==> src/rtl/bus_demux_pkg.sv <==
// Shared definitions for the bus demultiplexer: FSM encodings, the
// address-map layout and the default access timeout.
package bus_demux_pkg;

    typedef enum logic [1:0] {
        ST_IDLE   = 2'd0,
        ST_ACCESS = 2'd1,
        ST_RESP   = 2'd2
    } state_t;

    // Device region is the bottom 16 KiB: req_addr[31:14] must be zero.
    localparam int REGION_LSB      = 14;
    // Device index comes from req_addr[13:12] (four 4 KiB windows).
    localparam int IDX_LSB         = 12;
    localparam int IDX_MSB         = 13;
    localparam int DEV_ADDR_W      = 14;
    localparam int NUM_DEV         = 4;
    localparam int TIMEOUT_DEFAULT = 15;

endpackage

==> src/rtl/addr_decode.sv <==
// Combinational address decoder: mapped flag, device index and the
// matching one-hot device select.
module addr_decode
    import bus_demux_pkg::*;
(
    input  logic [31:IDX_LSB] addr_hi,
    output logic              mapped,
    output logic [1:0]        index,
    output logic [3:0]        onehot
);

    assign mapped = (addr_hi[31:REGION_LSB] == '0);
    assign index  = addr_hi[IDX_MSB:IDX_LSB];
    assign onehot = 4'b0001 << index;

endmodule

==> src/rtl/bus_demux.sv <==
// CPU-to-device bus demultiplexer. One outstanding access at a time:
// a request is decoded in IDLE, broadcast to the devices in ACCESS until
// the selected device answers or the timeout expires, and the result is
// presented for a single cycle in RESP.
module bus_demux
    import bus_demux_pkg::*;
#(
    parameter int WIDTH   = 32,
    parameter int TIMEOUT = TIMEOUT_DEFAULT
) (
    input  logic                    clk,
    input  logic                    reset,
    input  logic                    req_valid,
    input  logic                    req_we,
    input  logic [31:0]             req_addr,
    input  logic [WIDTH-1:0]        req_wdata,
    output logic                    req_ready,
    output logic [3:0]              dev_sel,
    output logic                    dev_we,
    output logic [DEV_ADDR_W-1:0]   dev_addr,
    output logic [WIDTH-1:0]        dev_wdata,
    input  logic [3:0]              dev_ready,
    input  logic [4*WIDTH-1:0]      dev_rdata,
    output logic                    resp_valid,
    output logic                    resp_err,
    output logic [WIDTH-1:0]        resp_rdata
);

    localparam int CNT_W = (TIMEOUT > 1) ? $clog2(TIMEOUT) : 1;

    state_t             state, state_nxt;
    logic               mapped;
    logic [1:0]         dec_index;
    logic [3:0]         dec_onehot;
    logic [1:0]         idx_q;
    logic [3:0]         sel_q;
    logic [CNT_W-1:0]   cnt_q;
    logic               sel_ready;
    logic               timeout_hit;
    logic [WIDTH-1:0]   rdata_sel;

    addr_decode u_decode (
        .addr_hi (req_addr[31:IDX_LSB]),
        .mapped  (mapped),
        .index   (dec_index),
        .onehot  (dec_onehot)
    );

    // Only the selected device's strobe counts; the others are ignored.
    assign sel_ready   = dev_ready[idx_q];
    assign timeout_hit = (cnt_q == CNT_W'(TIMEOUT - 1));

    assign req_ready  = (state == ST_IDLE);
    assign resp_valid = (state == ST_RESP);
    assign dev_sel    = (state == ST_ACCESS) ? sel_q : 4'b0000;

    // 4:1 read-data selection on the latched device index.
    always_comb begin
        rdata_sel = '0;
        case (idx_q)
            2'd0:    rdata_sel = dev_rdata[0*WIDTH +: WIDTH];
            2'd1:    rdata_sel = dev_rdata[1*WIDTH +: WIDTH];
            2'd2:    rdata_sel = dev_rdata[2*WIDTH +: WIDTH];
            default: rdata_sel = dev_rdata[3*WIDTH +: WIDTH];
        endcase
    end

    // State register; reset aborts any access in flight.
    always_ff @(posedge clk or posedge reset) begin
        if (reset) state <= ST_IDLE;
        else       state <= state_nxt;
    end

    // Next-state logic; ready takes priority over timeout in ACCESS.
    always_comb begin
        state_nxt = state;
        case (state)
            ST_IDLE:   if (req_valid) state_nxt = mapped ? ST_ACCESS : ST_RESP;
            ST_ACCESS: if (sel_ready || timeout_hit) state_nxt = ST_RESP;
            ST_RESP:   state_nxt = ST_IDLE;
            default:   state_nxt = ST_IDLE;
        endcase
    end

    // Access latch, timeout counter and response registers.
    always_ff @(posedge clk or posedge reset) begin
        if (reset) begin
            dev_we     <= 1'b0;
            dev_addr   <= '0;
            dev_wdata  <= '0;
            idx_q      <= '0;
            sel_q      <= '0;
            cnt_q      <= '0;
            resp_err   <= 1'b0;
            resp_rdata <= '0;
        end else begin
            case (state)
                ST_IDLE: begin
                    if (req_valid) begin
                        if (mapped) begin
                            dev_we    <= req_we;
                            dev_addr  <= req_addr[DEV_ADDR_W-1:0];
                            dev_wdata <= req_wdata;
                            idx_q     <= dec_index;
                            sel_q     <= dec_onehot;
                            cnt_q     <= '0;
                        end else begin
                            resp_err   <= 1'b1;
                            resp_rdata <= '0;
                        end
                    end
                end
                ST_ACCESS: begin
                    if (sel_ready) begin
                        resp_err   <= 1'b0;
                        resp_rdata <= dev_we ? '0 : rdata_sel;
                    end else if (timeout_hit) begin
                        resp_err   <= 1'b1;
                        resp_rdata <= '0;
                    end else begin
                        cnt_q <= cnt_q + CNT_W'(1);
                    end
                end
                default: ;
            endcase
        end
    end

endmodule

==> config.mk <==
export PLATFORM = sky130hd
export DESIGN_NAME = bus_demux
export DESIGN_NICKNAME = d
export VERILOG_FILES = /design/src/rtl/bus_demux_pkg.sv /design/src/rtl/addr_decode.sv /design/src/rtl/bus_demux.sv
export SDC_FILE = /design/constraint.sdc
export NUM_CORES = 1
export LEC_CHECK = 0
export BUFFER_PORTS_ARGS = -buffer_cell sky130_fd_sc_hd__clkbuf_2
export CAP_MARGIN = 15
export CORE_ASPECT_RATIO = 1.75
export CORE_MARGIN = 10
export CORE_UTILIZATION = 47
export DETAILED_ROUTE_END_ITERATION = 8
export GPL_TIMING_DRIVEN = 0
export HOLD_SLACK_MARGIN = 0.03
export PLACE_DENSITY = 0.91
export SYNTH_ARGS = -nofsm -noshare
export SYNTH_HDL_FRONTEND = slang
export SYNTH_SLANG_ARGS = --single-unit
export TNS_END_PERCENT = 5
==> constraint.sdc <==
create_clock -name clk -period 4 [get_ports clk]
set_input_delay 0.2 -clock clk [delete_from_list [all_inputs] [get_ports clk]]
set_output_delay 0.2 -clock clk [all_outputs]
set_load 0.05 [all_outputs]
# == Word level (Yosys, flattened, before mapping) ==
# Index checks and enable logic that the tools add are counted.
# word_totals
reg_bits,92
inputBits,200
output_inout_bits,86
wordCells,57
# classes
addsub,1
order_cmp,1
n_eq_ne,12
n_shift,1
n_mux,24
n_reduce_logical,9
# ops
cell,count
32-bit 2-to-1 mux,5
32-bit case mux with 3 select lines,1
32-bit case mux with 2 select lines,1
4-bit 2-to-1 mux,5
18-bit zero test,1
"2-bit != test, second input constant",4
4-bit case mux with 2 select lines,1
2-bit 2-to-1 mux,3
1-bit 2-to-1 mux,5
5-bit AND reduction,1
"4-bit by 1-bit adder with 4-bit output, second input constant",1
"2-bit by 1-bit == test with 1-bit output, second input constant",2
"2-bit == test, second input constant",2
"4-bit == test, second input constant",1
2-bit zero test,2
"2-bit by 1-bit != test with 1-bit output, second input constant",2
2-bit case mux with 2 select lines,1
4-bit AND reduction,1
"1-bit by 2-bit left shift with 4-bit output, first input constant",1
"2-bit by 3-bit less-than comparator with 1-bit output, second input constant",1
"3-bit != test, second input constant",1
3-bit AND reduction,1
1-bit binary-select mux with 2-bit select,1
1-bit case mux with 2 select lines,1
3 further kinds,3

# == Depth between registers and ports, before layout ==
# Gate-level depths: netlist of the first run.
# logic_depth
word_depth,5
ltp_mapped,7
ltp_nobuf,6

# == Cells and area by module ==
# A second synthesis of the first run with hierarchy kept.
# hier_totals
cells_unflattened,287
hier_area_um2,4478.0
# by_module_without_submodules
module,n_inst,cells_each,area_per_inst_um2,seq_area_each_um2
bus_demux,1,275,4393.0,2302.2
addr_decode,1,12,85.1,0.0

# == Least setup slack after synthesis of the first run ==
# OpenSTA, ideal clock, no wires.
# synth_timing
kind,reg-to-reg
from,reg dev_addr[12] (netlist name)
to,reg cnt_q[1]
setup_ps,125
arrival_time_ps,1995
t_required_ps,3875
path_slack_ps,1880
stages_incl_launch_ff,6
n_path_buf,1
path_cell_list,dfrtp_1 > buf_6 > mux4_2 > nand3b_1 > o41ai_2 > mux2_4
# synth_lines
item,line,rtl
end signal: assignment,bus_demux.sv:121,cnt_q <= cnt_q + CNT_W'(1);
end: declaration,bus_demux.sv:37,logic [CNT_W-1:0] cnt_q;

# == Worst setup path in the final report of the first run ==
# layout_timing
from,in req_addr[22]
to,reg dev_addr[7]
# layout_via
elab_chain_cells,2
# layout_lines
item,line,rtl
start: declaration,bus_demux.sv:15,"input logic [31:0] req_addr,"
18-bit zero test,addr_decode.sv:12,assign mapped = (addr_hi[31:REGION_LSB] == '0);
3-bit AND reduction (no source line),-,
end signal: assignment,bus_demux.sv:102,dev_addr <= req_addr[DEV_ADDR_W-1:0];
end: declaration,bus_demux.sv:20,"output logic [DEV_ADDR_W-1:0] dev_addr,"
# Every way passes these cells.
# A chain may end at the register's enable or synchronous reset.

==> impl_metrics.ini, run 1 <==
[finish]
area_delta_synth_final_pct = 40.5
final_area_um2 = 6760
nFillCells = 763
nets = 837
drive_gt1_frac = 0.691
diodes = 0

[clock_network]
cts.sinks = 90
insertion_delay_ns = 0.33
cts_buffer_depth = 2
cts_made_buffers = 9
htreeDepth = 3
clk_pin_slew_worst_paths_ns = 0.07
post_cts_resized = 0
cts_root_buf = clkbuf_16
postCtsHoldBufs = 1
tritoncts = yes
cts_setup_buffers = 0

[drt]
vias_per_cell = 5.25
routed_wl_um = 16600
wl_per_cell_um = 21.7
ant_nets = 0
drt-initial-drc-count = 137
first_pass_iters = 4
vias = 4019
drc = 0

[synthesis]
syn_area_um2 = 4810
yosysTopAreaCellShare = 0.468
yosysTopAreaCell = dfrtp_1
ys_seq_area_frac = 0.468
synth.distinct_cells = 39
ys_async_sr_fraction = 1.00
synth_area_per_cell_um2 = 14.3
synthCells = 337
synth_ff_type = dfrtp_1
yosys_warnings = 0
ys_ff_latch = 90
synth.top_cells.by_count = 90 x dfrtp_1, 50 x mux2_4, 36 x nand2_1, 35 x inv_1, 33 x mux4_2
synth_nets = 539
yosysMostFrequentCell = dfrtp_1
ys_top_cells_by_area = dfrtp_1 47%, mux2_4 16%, mux4_2 15%
synth_enable_flop_cells = 0

[setup_path]
path_cells = clkbuf_2 -> nor4_1 -> nand2_1 -> nor4_4 -> buf_6 -> mux2_4
worstSetupPathType = in -> reg
cpPeakStageDelay_ns = 0.63
cp.arrival_ns = 2.33
critPathRequiredTime_ns = 4.22
critPathCaptureType = flop
slowest_stage = nor4_1
cp-start-kind = input pin
crit_buf_inv = 2
cpLargestDelayFamily = simple AND/OR/NAND/NOR gates
worstPathMaxFanout = 10

[run]
maxCapViolCount = 0

[sta]
tightest_slew_ns = 0.709
final-hold-violation-count = 0
maxSlewHeadroom = 0.523
skew_ns = 0.00625
final.period_utilization = 0.529
setup_viol_count_final = 0
slew_violations = 0
min_period_ns = 2.11
timing.hold.ws_ns = 0.0924
setup_tns_ns = 0
rsz0062_at_grt = false
fmax_mhz = 473
setup_ws_ns = 1.89

[power]
leakage_nw = 3.50
peakVddDrop_mv = 0.221
p_total_mw = 2.01
power_density_nw_per_um2 = 298

[floorplanning]
die_h_um = 154
coreArea_um2 = 9970
start_util = 0.483
die_w_um = 96.5
fp.dieArea_um2 = 14800
rows = 48
pin_count = 286

[placed_design]
place.detailed.hpwl_um = 13800
io_buffers = 285
post_dp_cell_area_um2 = 6420
routabilityCongestion = 0.907
dp_slack_ns = 1.62

[outcome]
status = complete, no violations

[grt]
antenna_found_initial = 0
first_global_vias = 4730
grtUsageTotal = 0.219
grt_max_degree = 76
grt_pass1_wl_um = 25100
grt-ovfl-total = 0

[hold_path]
holdCritPathClass = in -> reg
[routing by layer]
metal	vias to the layer above	wire, um	global-route usage	share of wire
met5	-	0	0	0
met2	239	8830	0.389	0.53
li1	1789	-	-	-
met4	0	746	0.108	0.045
met1	1935	5330	0.219	0.32
met3	56	1680	0.0678	0.10
[report_power, final]
group / internal [mW] / switching [mW] / leakage, nW / total [mW]
registers: 0.911 / 0.000705 / 1.24 / 0.911
clock network: 0.565 / 0.352 / 0.155 / 0.918
logic: 0.105 / 0.0811 / 2.11 / 0.186
total: 1.58 / 0.434 / 3.50 / 2.01
[registers in the layout, indices dropped and copies added (netlist names)]
signal	count
resp_rdata	32
sel_q	4
dev_wdata	32
dev_addr	13
cnt_q	4
dev_we	1
state	2
resp_err	1
idx_q	1
[worst reg2reg max path, delay by kind of cell (launching register included)]
kind | cells | cell delay, ns
buffers and inverters | 1 | 0.28
AND/OR/NAND/NOR | 2 | 0.96
flip-flops | 1 | 0.41
multiplexers | 1 | 0.32
[placed cells by master (no fill, tap or decap), types with 3 or more instances in the layout]
cell type	n
clkbuf_16	9
clkbuf_1	4
clkbuf_8	3
dfrtp_1	90
o21ai_0	3
mux2_4	50
o21ai_2	29
mux4_2	33
clkbuf_2	285
buf_6	10
inv_1	34
nor2_1	5
nand2_1	36
and2_1	4
buf_2	3
[path summary, 6_finish.rpt]
kind                       slack [ns]            startpoint  depth (start not counted)                        end
min                              0.09         req_wdata[11]                          2  dev_wdata[11]$_DFFE_PP0P_
max in group asynchronous        2.97                 reset                          4       cnt_q[1]$_DFFE_PP0P_
min in group asynchronous        0.39                 reset                          3   dev_wdata[8]$_DFFE_PP0P_
max reg2reg                      1.91  state[1]$_DFFE_PP0P_                          4    dev_addr[7]$_DFFE_PP0P_
max                              1.89          req_addr[22]                          6    dev_addr[7]$_DFFE_PP0P_
min reg2reg                      0.51  cnt_q[3]$_DFFE_PP0P_                          1       cnt_q[3]$_DFFE_PP0P_
[cells by family after synthesis]
family,after synthesis,share of synthesized area
buf+inv,54,0.0627
mux,85,0.315
fa+ha+maj,2,0.00520
simple gates,64,0.0757
compound gates,42,0.0733
flops,90,0.468
[area by class of cell]
| cell class | instances | area (um2) | share of cell area |
|---|---|---|---|
| Buffer | 19 | 170 | 0.0252 |
| Sequential cell | 90 | 2250 | 0.333 |
| Clock buffer | 10 | 239 | 0.0353 |
| Multi-Input combinational cell | 193 | 2260 | 0.334 |
| Clock inverter | 6 | 88.8 | 0.0131 |
| Tap cell | 125 | 156 | 0.0231 |
| Inverter | 35 | 134 | 0.0198 |
| Timing Repair Buffer | 287 | 1460 | 0.217 |
[stage by stage]
step,cells,util
CTS,765,0.678
detailed placement,748,0.644
global placement,747,0.641
global route,765,0.678
finish,765,0.678
floorplan,337,-
Note: power is estimated with default switching activity, not from simulation.
==> run 2: changes to the inputs <==
--- a/config.mk
+++ b/config.mk
@@ -5,15 +5,16 @@
 export SDC_FILE = /design/constraint.sdc
 export NUM_CORES = 1
 export LEC_CHECK = 0
+export ABC_AREA = 1
 export BUFFER_PORTS_ARGS = -buffer_cell sky130_fd_sc_hd__clkbuf_2
 export CAP_MARGIN = 15
 export CORE_ASPECT_RATIO = 1.75
 export CORE_MARGIN = 10
-export CORE_UTILIZATION = 47
+export CORE_UTILIZATION = 39
 export DETAILED_ROUTE_END_ITERATION = 8
 export GPL_TIMING_DRIVEN = 0
 export HOLD_SLACK_MARGIN = 0.03
-export PLACE_DENSITY = 0.91
+export PLACE_DENSITY = 0.82
 export SYNTH_ARGS = -nofsm -noshare
 export SYNTH_HDL_FRONTEND = slang
 export SYNTH_SLANG_ARGS = --single-unit
==> constraint.sdc (replaced) <==
create_clock -name clk -period 1.81 [get_ports clk]
set_input_delay 0.0905 -clock clk [delete_from_list [all_inputs] [get_ports clk]]
set_output_delay 0.0905 -clock clk [all_outputs]
set_load 0.05 [all_outputs]
==> impl_metrics.ini, run 2 <==
[outcome]
status = complete, no violations

[synthesis]
yosys_warnings = 0
synth_ff_type = dfrtp_1
syn_area_um2 = 4520
synth_enable_flop_cells = 0
ys_async_sr_fraction = 1.00
yosysTopAreaCell = dfrtp_1
synth.top_cells.by_count = 400 x nand2_1, 90 x dfrtp_1, 34 x nand4_1, 30 x nor2_1, 17 x inv_1
synth.distinct_cells = 22
synthCells = 625
synth_area_per_cell_um2 = 7.23
ys_top_cells_by_area = dfrtp_1 50%, nand2_1 33%, nand4_1 4.7%
ys_ff_latch = 90
ys_seq_area_frac = 0.498
synth_nets = 827
yosysMostFrequentCell = nand2_1
yosysTopAreaCellShare = 0.498

[floorplanning]
start_util = 0.395
pin_count = 286
coreArea_um2 = 11500
fp.dieArea_um2 = 16500
die_h_um = 162
rows = 52
die_w_um = 101

[setup_path]
cpPeakStageDelay_ns = 0.43
slowest_stage = dfrtp_1
cp-start-kind = flop
worstSetupPathType = reg -> out
cp_common_cell = nor2_1
reg2reg_to = resp_rdata[16]$_DFFE_PP0P_
worstPathMaxFanout = 8
cp.arrival_ns = 1.63
critPathRequiredTime_ns = 1.72
critPathCaptureType = output pin
reg2reg_depth = 6
cpLargestDelayFamily = buffers and inverters
path_cells = nor2_1 -> inv_1 -> nor2_1 -> buf_2
crit_buf_inv = 2
r2r_start = idx_q[1]$_DFFE_PP0P_
r2r_slack_ns = 0.16

[placed_design]
place.detailed.hpwl_um = 14600
io_buffers = 285
post-place-cells = 1047
dp_slack_ns = -0.0169
routabilityCongestion = 0.921

[hold_path]
hold_end = sel_q[1]$_DFFE_PP0P_
holdCritStartpoint = req_addr[12]
holdCritPathClass = in -> reg
whs_path_depth = 3

[clock_network]
cts_root_buf = clkbuf_16
cts.sinks = 90
clk_pin_slew_worst_paths_ns = 0.07
htreeDepth = 3
cts_made_buffers = 9
insertion_delay_ns = 0.34
cts_buffer_depth = 2
tritoncts = yes

[power]
leakage_nw = 4.15
p_sw_frac = 0.268
p_switching_mw = 1.33
power_density_nw_per_um2 = 712
peakVddDrop_mv = 0.643
combPwrFrac = 0.174
p_clk_frac = 0.411
power_frac_seq = 0.414
intPower_mw = 3.64

[sta]
maxSlewHeadroom = 0.566
skew_ns = 0.00680
slew_violations = 0
fmax_mhz = 582
setup_viol_count_final = 0
min_period_ns = 1.72
tightest_slew_ns = 0.649
final.period_utilization = 0.949
setup_ws_ns = 0.0922
rsz0062_at_grt = true
final-hold-violation-count = 0

[finish]
layout_commonest_cell = nand2_1
nFillCells = 1064
nets = 1173
reg_top3 = dev_wdata x32, resp_rdata x32, dev_addr x13
final_cell_mix = 400 x nand2_1, 282 x clkbuf_2, 90 x dfrtp_1
area_delta_synth_final_pct = 54.4
drive_gt1_frac = 0.343
instances_no_fill = 1113

[drt]
wl_per_cell_um = 16.2
vias = 5265
ant_nets = 0
first_pass_iters = 4
vias_per_cell = 4.73
routed_wl_um = 18100
drc = 0
drt-initial-drc-count = 168

[grt]
antenna_found_initial = 1
first_global_vias = 5469
grt_pass1_wl_um = 27900
grt_max_degree = 35
grt-ovfl-total = 0
grtUsageTotal = 0.214

[run]
maxCapViolCount = 0
[run 2: changes by cell type after synthesis, sizes merged, moves of 3 or more]
cell	change
o21ai	-30
mux4	-33
nor4	-5
nand3	+8
nor2	+29
and2	-3
inv	-17
buf	+9
nand2	+364
nand4	+34
mux2	-51
[run 2: power by group through the flow]
stage	registers (mW)	logic (mW)	clock network (mW)
6_report	2.06	0.866	2.04
5_1_grt	2.06	0.950	2.14
4_1_cts	2.06	0.875	2.08
3_5_place_dp	2.10	0.789	0
3_3_place_gp	2.10	0.771	0
2_1_floorplan	2.13	0.397	0
[run 2: what timing repair did]
item	4_1_cts	5_1_grt
hold endpoints to repair	72	0
resized for setup	1	7
endpoints found under the setup margin	1	23
pin swaps	0	1
hold buffers	47	0
buffers inserted	0	1
[run 2: layout make-up]
class | count | area, um2 | share of cell area
clock buffers | 9 | 225 | 0.0323
inverters | 18 | 71.3 | 0.0102
diodes | 2 | 5.00 | 0.000717
plain buffers | 28 | 184 | 0.0264
well taps | 135 | 169 | 0.0242
flip-flops and latches | 90 | 2250 | 0.323
multi-input cells | 489 | 2020 | 0.289
repair buffers | 335 | 1950 | 0.280
clock inverters | 7 | 101 | 0.0145
[run 2: cell families after synthesis]
family                   count (synthesis)  synth area share
AND/OR/NAND/NOR                        482             0.433
flip-flops                              90             0.498
buffers and inverters                   46            0.0554
AO/OA/AOI/OAI                            3           0.00332
XOR/XNOR                                 2           0.00388
adder cells (fa/ha/maj)                  2           0.00554
[run 2: layer usage]
layer  vias to the layer above  GRT usage  wire length (um)
met2                       248      0.382              9530
met1                      2351      0.209              6130
met4                         0     0.0992               652
li1                       2629          -                 -
met5                         -          0                 0
met3                        37     0.0824              1760
[run 2: worst register-to-register path, stage by stage (launching register included)]
cell	delay, ns
dfrtp_1	0.47
nor2_1	0.33
clkbuf_1	0.42
nand2_1	0.12
nand4_1	0.13
nand2_1	0.06
nand2_1	0.07
[run 2: how the worst max path moves through the flow]
stage | startpoint | endpoint | slack [ns] | cells after the start
finish | state[1]$_DFFE_PP0P_ | dev_sel[1] | 0.09 | 4
global placement | idx_q[1]$_DFFE_PP0P_ | resp_rdata[0]$_DFFE_PP0P_ | -0.02 | 6
detailed placement | idx_q[1]$_DFFE_PP0P_ | resp_rdata[0]$_DFFE_PP0P_ | -0.02 | 6
global route | state[1]$_DFFE_PP0P_ | dev_sel[0] | -0.004 | 4
floorplan | state[1]$_DFFE_PP0P_ | cnt_q[0]$_DFFE_PP0P_ | 0.04 | 8
CTS | state[1]$_DFFE_PP0P_ | dev_sel[1] | 0.04 | 4
[run 2: per-stage QoR]
step                cell area (um2)  total power, mW  utilization  hold WS (ns)  setup TNS [ns]
floorplan                      4520             2.52            -         0.200               0
global placement               6120             2.87        0.534         0.286         -0.0208
detailed placement             6160             2.89        0.538         0.212         -0.0169
CTS                            6960             5.01        0.607        0.0301               0
global route                   6970             5.16        0.609        0.0568        -0.00352
finish                         6980             4.97        0.609        0.0353               0
==> run 3: changes to the inputs <==
--- a/config.mk
+++ b/config.mk
@@ -5,16 +5,16 @@
 export SDC_FILE = /design/constraint.sdc
 export NUM_CORES = 1
 export LEC_CHECK = 0
-export ABC_AREA = 1
+export ABC_AREA = 0
 export BUFFER_PORTS_ARGS = -buffer_cell sky130_fd_sc_hd__clkbuf_2
 export CAP_MARGIN = 15
 export CORE_ASPECT_RATIO = 1.75
 export CORE_MARGIN = 10
-export CORE_UTILIZATION = 39
+export CORE_UTILIZATION = 40
 export DETAILED_ROUTE_END_ITERATION = 8
 export GPL_TIMING_DRIVEN = 0
 export HOLD_SLACK_MARGIN = 0.03
-export PLACE_DENSITY = 0.82
+export PLACE_DENSITY_LB_ADDON = 0.3
 export SYNTH_ARGS = -nofsm -noshare
 export SYNTH_HDL_FRONTEND = slang
 export SYNTH_SLANG_ARGS = --single-unit
==> impl_metrics.ini, run 3 (synthesis gave the netlist of run 1 again) <==
[finish]
instances_no_fill = 830
final_area_um2 = 7350
drive_gt1_frac = 0.650
regArea_um2 = 2250
fin_util = 0.619
final_cell_mix = 287 x clkbuf_2, 90 x dfrtp_1, 50 x mux2_4
layout_commonest_cell = clkbuf_2
nets = 888
nFillCells = 963
multi_input_area_um2 = 2290
area_delta_synth_final_pct = 52.7
reg_top3 = dev_wdata x32, resp_rdata x32, dev_addr x13

[grt]
grt-ovfl-total = 0
grt_max_degree = 42
grt_pass1_wl_um = 24500
grtUsageTotal = 0.187
antenna_found_initial = 2
first_global_vias = 4638

[floorplanning]
rows = 53
die_w_um = 103
coreArea_um2 = 11900
fp.dieArea_um2 = 17000
start_util = 0.405
pin_count = 286
die_h_um = 165

[sta]
setup_tns_ns = -0.840
final.period_utilization = 1.03
timing.hold.ws_ns = 0.0492
setup_ws_ns = -0.0551
tightest_slew_ns = 0.591
maxSlewHeadroom = 0.606
setup_viol_count_final = 30
skew_ns = 0.00598
rsz0062_at_grt = true
min_period_ns = 1.87
slew_violations = 0
final-hold-violation-count = 0
fmax_mhz = 536

[setup_path]
worstPathMaxFanout = 4
r2r_start = dev_addr[12]$_DFFE_PP0P_
crit_buf_inv = 1
reg2reg_to = cnt_q[1]$_DFFE_PP0P_
cpLargestDelayFamily = multiplexers
r2r_slack_ns = -0.06
cp.arrival_ns = 2.08
startpoint = dev_addr[12]$_DFFE_PP0P_
worstSetupPathType = reg -> reg
cp-start-kind = flop
critPathCaptureType = flop
slowest_stage = mux4_2
critPathRequiredTime_ns = 2.03
cpPeakStageDelay_ns = 0.59
reg2reg_depth = 5
path_cells = buf_6 -> mux4_2 -> nand3b_1 -> o41ai_4 -> mux2_4

[placed_design]
io_buffers = 285
place.detailed.hpwl_um = 13300
dp_slack_ns = -0.276
routabilityCongestion = 0.848
post-place-cells = 761
post_dp_cell_area_um2 = 6450

[clock_network]
insertion_delay_ns = 0.33
htreeDepth = 3
cts_made_buffers = 9
tritoncts = yes
cts_root_buf = clkbuf_16
cts.sinks = 90
clk_pin_slew_worst_paths_ns = 0.06
cts_buffer_depth = 2

[power]
leakage_nw = 3.76
p_total_mw = 4.61
power_density_nw_per_um2 = 627
peakVddDrop_mv = 0.456

[hold_path]
holdCritPathClass = in -> reg
holdCritStartpoint = req_addr[13]
hold_end = sel_q[3]$_DFFE_PP0P_
whs_path_depth = 3

[drt]
drt-initial-drc-count = 113
vias_per_cell = 4.97
wl_per_cell_um = 20.1
drc = 0
wl_met1_um = 5480
met2_length_um = 8960
wl_met3_um = 1880
top_layer = met4
vias = 4127
first_pass_iters = 4
ant_nets = 0
routed_wl_um = 16700

[outcome]
violations = setup timing
status = finished, violations left

[run]
maxCapViolCount = 0
[run 3: cell types whose count changed in the layout (fill, tap and decap cells not counted), sizes merged, moves of 5 or more]
cell	delta
nor2	-29
mux4	+33
nor4	+5
mux2	+51
nand2	-364
inv	+15
nand3	-8
nand4	-34
buf	-7
o21ai	+30
[run 3: how the worst max path moves through the flow]
stage | end | slack, ns | cells past startpoint
CTS | cnt_q[1]$_DFFE_PP0P_ | -0.06 | 5
detailed placement | dev_addr[9]$_DFFE_PP0P_ | -0.28 | 4
global route | cnt_q[1]$_DFFE_PP0P_ | -0.13 | 5
finish | cnt_q[1]$_DFFE_PP0P_ | -0.06 | 5
global placement | dev_addr[10]$_DFFE_PP0P_ | -0.28 | 4
floorplan | cnt_q[1]$_DFFE_PP0P_ | -0.31 | 5
[run 3: timing repair]
item / in CTS / in global routing
pin swaps: 2 / 1
endpoints found under the hold margin: 129 / 0
setup endpoints to repair: 88 / 89
hold buffers: 46 / 0
setup buffers: 4 / 1
resized for setup: 8 / 7
[run 3: metal layers]
metal  global-route usage  vias up
met5                    0        -
met1                0.180     2007
li1                     -     1896
met2                0.342      202
met3               0.0741       22
met4               0.0756        0
[run 3: tightest hold or removal path, stage by stage]
cell      delay [ns]
clkbuf_2        0.13
nand2_1         0.07
mux2i_1         0.06
[run 3: final cells by class]
type / count / area share
Inverter: 35 / 0.0184
Sequential cell: 90 / 0.306
Tap cell: 137 / 0.0233
Buffer: 19 / 0.0264
Clock buffer: 11 / 0.0317
Multi-Input combinational cell: 193 / 0.311
Antenna cell: 2 / 0.000681
Timing Repair Buffer: 338 / 0.268
Clock inverter: 5 / 0.0140
[run 3: power breakdown]
| group | switching, mW | total, mW | internal [mW] |
|---|---|---|---|
| Sequential | 0.00253 | 2.02 | 2.01 |
| Combinational | 0.191 | 0.490 | 0.298 |
| Clock | 0.756 | 2.10 | 1.35 |
| Total | 0.950 | 4.61 | 3.66 |
